## src/rtl/maxpool_window_stream.sv

```systemverilog
// Streaming max-pool over windows of configurable length.
// One element in per cycle; the window maximum is registered out with its element count.
module maxpool_window_stream #(
    parameter int DATA_WIDTH = 16,
    parameter int CNT_W      = 4,
    parameter int SIGNED     = 1
) (
    input  logic                  CLK,
    input  logic                  RESET,
    input  logic [CNT_W-1:0]      CFG_WIN_SIZE,
    input  logic                  IN_VALID,
    input  logic [DATA_WIDTH-1:0] IN_DATA,
    input  logic                  IN_FLUSH,
    output logic                  IN_READY,
    output logic                  OUT_VALID,
    output logic [DATA_WIDTH-1:0] OUT_DATA,
    input  logic                  OUT_READY,
    output logic [CNT_W-1:0]      OUT_COUNT
);

    logic [DATA_WIDTH-1:0] acc;
    logic [DATA_WIDTH-1:0] max_val;
    logic [CNT_W-1:0]      cnt;
    logic [CNT_W-1:0]      win;
    logic [CNT_W-1:0]      cfg_eff;
    logic [CNT_W-1:0]      cur_win;
    logic [CNT_W-1:0]      cnt_inc;
    logic                  in_gt;
    logic                  accept;
    logic                  closing;

    // A held result stalls the input so nothing is lost downstream.
    assign IN_READY = !RESET && !(OUT_VALID && !OUT_READY);

    always_comb begin
        cfg_eff = (CFG_WIN_SIZE == '0) ? CNT_W'(1) : CFG_WIN_SIZE;
        cur_win = (cnt == '0) ? cfg_eff : win;
        cnt_inc = cnt + CNT_W'(1);
        if (SIGNED != 0)
            in_gt = $signed(IN_DATA) > $signed(acc);
        else
            in_gt = IN_DATA > acc;
        max_val = ((cnt == '0) || in_gt) ? IN_DATA : acc;
        accept  = IN_VALID && IN_READY;
        closing = accept && ((cnt_inc == cur_win) || IN_FLUSH);
    end

    always_ff @(posedge CLK or posedge RESET) begin
        if (RESET) begin
            acc       <= '0;
            cnt       <= '0;
            win       <= CNT_W'(1);
            OUT_VALID <= 1'b0;
            OUT_DATA  <= '0;
            OUT_COUNT <= '0;
        end else begin
            if (accept) begin
                acc <= max_val;
                if (cnt == '0)
                    win <= cfg_eff;
                if (closing) begin
                    OUT_DATA  <= max_val;
                    OUT_COUNT <= cnt_inc;
                    cnt       <= '0;
                end else begin
                    cnt <= cnt_inc;
                end
            end
            // A closing beat reloads the result on the same edge it is consumed.
            if (closing)
                OUT_VALID <= 1'b1;
            else if (OUT_READY)
                OUT_VALID <= 1'b0;
        end
    end

endmodule

```

## config.mk

```make
export PLATFORM = sky130hd
export DESIGN_NAME = maxpool_window_stream
export DESIGN_NICKNAME = d
export VERILOG_FILES = /design/src/rtl/maxpool_window_stream.sv
export SDC_FILE = /design/constraint.sdc
export NUM_CORES = 1
export LEC_CHECK = 0
export ABC_AREA = 1
export BUFFER_PORTS_ARGS = -buffer_cell sky130_fd_sc_hd__buf_4
export CAP_MARGIN = 20
export CELL_PAD_IN_SITES_DETAIL_PLACEMENT = 0
export CELL_PAD_IN_SITES_GLOBAL_PLACEMENT = 1
export CORE_AREA = 2 2 82 84
export DETAILED_ROUTE_END_ITERATION = 8
export DIE_AREA = 0 0 84 86
export PLACE_DENSITY = 0.82
export SYNTH_ARGS = -nofsm -noshare
export SYNTH_HDL_FRONTEND = slang
export SYNTH_SLANG_ARGS = --single-unit
```

## constraint.sdc

```tcl
create_clock -name CLK -period 2.9 [get_ports CLK]
set_input_delay 0.29 -clock CLK [delete_from_list [all_inputs] [get_ports CLK]]
set_output_delay 0.29 -clock CLK [all_outputs]
set_load 0.05 [all_outputs]
```

Word level (Yosys, flattened, before mapping)

Index checks and enable logic that the tools add are counted.

Flip-flop bits (word level): 45
Bits in latches: 0
Memory bits (writable): 0
Memory bits (read-only): 0
Output and inout port bits: 22
Word-level logic and storage cells: 28
Memories kept: 0

$add $sub $neg: 1
$mul: 0
Divide/modulo/power cells: 0
Magnitude comparators: 1
Eq/ne operators: 1
Shift operators: 0
Mux-type cells: 6
Bitwise operators: 0
Reductions and logical operators: 13

Operators by type and width:

| cell                                         | count |
|---|---|
| > comparator 16 bit                          | 1 |
| 2-to-1 mux 16 bit                            | 1 |
| 2-to-1 mux 4 bit                             | 3 |
| logical NOT 4 bit                            | 2 |
| adder 4 x 1 -> 4 bit (second input constant) | 1 |
| equality test 4 bit                          | 1 |
| logical AND 1 bit                            | 4 |
| logical NOT 1 bit                            | 3 |
| logical OR 1 bit                             | 2 |
| 2-to-1 mux 1 bit                             | 2 |
| AND reduction 2 bit                          | 1 |
| nonzero test 2 bit                           | 1 |

Longest topological paths before layout

Depth after elaboration: 7
Mapped depth: 18
Mapped depth without buffers: 17

Worst setup path after synthesis

OpenSTA, ideal clock, no wires.

Path kind: register to register
From: reg OUT_VALID
To: reg acc[10]
Arrival time: 2.408 ns
Required time: 2.834 ns
Setup slack: 0.426 ns
Cell stages (with the launch flop): 9
Period minus slack after synthesis: 2.474 ns
Path through: dfrtp_1 -> inv_2 -> nor2_1 -> nor2_1 -> nand2_1 -> inv_2 -> buf_1 -> nand3_1 -> nand2_1

Longest elaborated chain between the ends: 4

Ends and longest elaborated chain:

| what                   | line | RTL |
|---|---|---|
| from (decl)            | 15   | `output logic OUT_VALID,` |
| from (signal assigned) | 53   | `OUT_VALID <= 1'b0;` |
| from (signal assigned) | 71   | `OUT_VALID <= 1'b1;` |
| from (signal assigned) | 73   | `OUT_VALID <= 1'b0;` |
| logical AND 1 bit      | 33   | `assign IN_READY = !RESET && !(OUT_VALID && !OUT_READY);` |
| logical NOT 1 bit      | 33   |  |
| logical AND 1 bit      | 33   |  |
| via IN_READY           | 14   | `output logic IN_READY,` |
| logical AND 1 bit      | 44   | `accept = IN_VALID && IN_READY;` |
| to (signal assigned)   | 58   | `acc <= max_val;` |
| to (decl)              | 21   | `logic [DATA_WIDTH-1:0] acc;` |

The timed path passes the listed nets, and every way through them passes these cells.
A chain may end at the register's enable or synchronous reset.

Worst setup path in the final report

From: reg cnt[0]
To: reg OUT_DATA[8]

Elaborated cells on any way between the ends: 9
Classes of those cells: add/sub: 1; eq/ne: 1; mux: 2; reduce/logical: 5

RTL lines:

| what                          | line | RTL |
|---|---|---|
| from (decl)                   | 23   | `logic [CNT_W-1:0] cnt;` |
| from (signal assigned)        | 66   | `cnt <= cnt_inc;` |
| adder 4 x 1 -> 4 bit          | 38   | `cnt_inc = cnt + CNT_W'(1);` |
| via cnt_inc[0]                | 27   | `logic [CNT_W-1:0] cnt_inc;` |
| equality test 4 bit           | 45   | `closing = accept && ((cnt_inc == cur_win) \|\| IN_FLUSH);` |
| logical OR 1 bit              | 45   |  |
| logical AND 1 bit             | 45   |  |
| AND reduction 2 bit (no line) | n/a  |  |
| to (signal assigned)          | 62   | `OUT_DATA <= max_val;` |
| to (decl)                     | 16   | `output logic [DATA_WIDTH-1:0] OUT_DATA,` |

The timed path passes the listed nets, and every way through them passes these cells.

==> results.yml <==
setup_path:
  worst_ep_required_time_ns: 3.14
  ws_path_type: "reg -> reg"
  timing.critical_path.from: "cnt[0]"
  timing.critical_path.slowest_stage_cell: "sky130_fd_sc_hd__dfrtp_1"
  crit_chain: "inv_1 > ha_1 > nand2_2 > buf_4 > nand2_2 > nand2_1 > xnor2_1 > nand3_2 > a21oi_4 > buf_4 > nand3_1 > nand2_1"
  critical_path_peak_fanout: 17
  timing.critical_path.slowest_cell_delay_ns: 0.44
  worstSetupEndpointType: "flip-flop"
  critPathArrivalTime_ns: 2.57
  worst-path-buf-inv: 3
  regToRegStartpoint: "cnt[0]"
  path_delay_family: "simple AND/OR/NAND/NOR gates"
  setup.worst_path.start_class: "flip-flop"
placed_design:
  buffer_ports.inserted: 46
  globalplace.congestion: 0.809
  dpl.hpwl_um: 4230
  numPlacedInstances: 478
  dp_worst_setup_slack_ns: 0.576
yosys:
  synth_most_common_cell: "sky130_fd_sc_hd__nand2_1"
  synthesis.nets: 403
  asyncSetResetFlopFracSynth: 1.00
  ys_seq_elements: 45
  post_synth_most_frequent_cells: "135 x sky130_fd_sc_hd__nand2_1, 57 x sky130_fd_sc_hd__nand3_1, 49 x sky130_fd_sc_hd__inv_1"
  synthDominantCellAreaShare: 0.417
  number_of_synthesized_flops_with_an_enable_pin: 0
  most_instantiated_flip_flop_cell_in_the_synthesis_netlist: "sky130_fd_sc_hd__dfrtp_1"
  synth.yosys.seq_area_share: 0.427
  post_synth.cell_area_avg_um2: 7.34
  yosys_warnings: 0
  synth.top_cells.by_area: "sky130_fd_sc_hd__dfrtp_1 42%, sky130_fd_sc_hd__nand2_1 19%, sky130_fd_sc_hd__nand3_1 11%"
  synth.cell_area_mm2: 0.00264
  netlist-cell-type-count: 26
  post-synth-top-area-cell: "sky130_fd_sc_hd__dfrtp_1"
  synthCells: 360
finish:
  filler_cell_count: 640
  area_growth_syn_to_layout_pct: 19.4
  final_util: 0.503
  stdcell_count: 485
  n_antenna_cell: 0
  final_layout_size_suffix_gt1_frac: 0.174
  layout.nets: 451
floorplanning:
  die_y_um: 86
  die_x_um: 84
  design.die.area_mm2: 0.00722
  initial_core_util: 0.421
  core_box_area_mm2: 0.00628
  pin_count: 47
  placement_rows: 29
run:
  maxCapViolations: 0
routing:
  totalWireLength_um: 6060
  dr.first_iter.drc_count: 69
  drc: 0
  postRouteAntennaNets: 0
  route.detailed.wl_per_inst_um: 12.5
  drt_pass_1_iters: 4
  detailroute.via_count: 2355
  vias_per_cell: 4.86
power_and_ir_drop:
  irDropWorstVdd_uv: 556
  leak_pwr_nw: 1.83
  pwr_density_cell_mw_per_mm2: 1120
timing:
  grt_setup_unrepaired: "no"
  slew_violations: 0
  min_period_ns: 2.33
  worstMarginPinSlew_ns: 0.866
  fmaxAchievable_mhz: 429
  timing.max_slew.rel_slack: 0.419
  finalClockSkew_ns: 0.0116
  finalSetupViolations: 0
  layout_worst_path_cycle_share: 0.803
  fin_hold_viols: 0
  fin_ws_ns: 0.571
  setup_tns_final_ns: 0
clock_tree:
  cts.root.buffer_cell: "sky130_fd_sc_hd__clkbuf_8"
  cts_tree: "yes"
  register_clock_pin_slew_on_the_reported_worst_setup_and_hold_paths_ns: 0.09
  tritoncts.num_buffers: 5
  cts.sinks: 45
  ctsLongestPathBuffers: 2
  h_tree_levels: 2
  postCtsHoldBufs: 0
  cts.repair.resized: 0
  clock_insertion_delay_worst_skew_ns: 0.30
  cts_setup_buffers: 0
global_route:
  gr-usage-all-layers: 0.181
  grt_max_degree: 28
  number_of_antenna_violations_at_the_first_check_in_global_routing: 0
  globalRouteOverflowTotal: 0
  grt_pass1_vias: 2281
  wire_length_of_the_first_global_routing_pass_um: 10600
status:
  run_status: "complete, no violations"
min_path:
  timing.hold.worst.class: "in -> async"
[cells by family (layout without fill, tap and decap cells)]
logic type	Yosys count	after routing	synth area share
compound gates	18	18	0.0402
buf+inv	64	112	0.0980
simple gates	212	212	0.340
flops	45	45	0.427
fa+ha+maj	18	18	0.0852
xor+xnor	3	3	0.00994
[cell type report]
class / count / area (um^2) / area share
Inverter: 53 / 199 / 0.0630
Tap cell: 77 / 96.3 / 0.0305
Timing Repair Buffer: 52 / 390 / 0.124
Sequential cell: 45 / 1130 / 0.357
Clock buffer: 7 / 86.3 / 0.0274
Multi-Input combinational cell: 251 / 1260 / 0.398
[path summary, 6_finish.rpt]
path,end,slack (ns),cells past startpoint
min reg2reg,OUT_DATA[14],0.48,2
max in group asynchronous,win[0],2.06,3
min,win[2],0.06,2
max reg2reg,OUT_DATA[8],0.57,12
max,OUT_DATA[8],0.57,12
min in group CLK,OUT_VALID,0.16,2
[routing by layer]
layer / part of all wire / wire, um / track usage
met5: 0 / 0 / 0
met4: 0.011 / 68 / 0.0484
met3: 0.034 / 207 / 0.0327
met2: 0.46 / 2780 / 0.300
met1: 0.50 / 3010 / 0.247
[power breakdown]
| part | leakage (nW) | internal, mW | switching [mW] | total (mW) |
|---|---|---|---|---|
| logic | 1.22 | 0.653 | 1.39 | 2.04 |
| clock network | 0.0443 | 0.190 | 0.218 | 0.408 |
| registers | 0.562 | 0.914 | 0.166 | 1.08 |
| total | 1.83 | 1.76 | 1.77 | 3.53 |
[metrics by stage]
stage	power [mW]	instance area [um^2]	hold WS (ns)
2_1_floorplan	2.62	2640	0.371
3_3_place_gp	3.12	3070	0.418
3_5_place_dp	3.15	3070	0.434
4_1_cts	3.57	3160	0.0958
5_1_grt	3.85	3160	0.122
6_report	3.53	3160	0.0620
[state kept, by name, indices dropped and copies added (netlist names)]
signal / count
cnt: 4
OUT_VALID: 1
acc: 16
OUT_DATA: 16
win: 4
OUT_COUNT: 4
[cells in the final DEF (no fill, tap or decap)]
master and instances:
sky130_fd_sc_hd__a21o_1 1, sky130_fd_sc_hd__a21oi_1 6, sky130_fd_sc_hd__a21oi_4 1, sky130_fd_sc_hd__buf_4 52
sky130_fd_sc_hd__clkbuf_1 1, sky130_fd_sc_hd__clkbuf_8 6, sky130_fd_sc_hd__clkinv_1 1, sky130_fd_sc_hd__dfrtp_1 44
sky130_fd_sc_hd__dfstp_2 1, sky130_fd_sc_hd__ha_1 18, sky130_fd_sc_hd__inv_1 48, sky130_fd_sc_hd__inv_2 4
sky130_fd_sc_hd__nand2_1 135, sky130_fd_sc_hd__nand2_2 4, sky130_fd_sc_hd__nand2_4 1, sky130_fd_sc_hd__nand3_1 57
sky130_fd_sc_hd__nand3_2 1, sky130_fd_sc_hd__nand4_1 1, sky130_fd_sc_hd__nor2_1 11, sky130_fd_sc_hd__nor2_2 1
sky130_fd_sc_hd__o21ai_0 1, sky130_fd_sc_hd__o21ai_1 8, sky130_fd_sc_hd__o31ai_1 1, sky130_fd_sc_hd__or2_1 1
sky130_fd_sc_hd__xnor2_1 2, sky130_fd_sc_hd__xor2_1 1
Power figures use the tool's default switching activity.
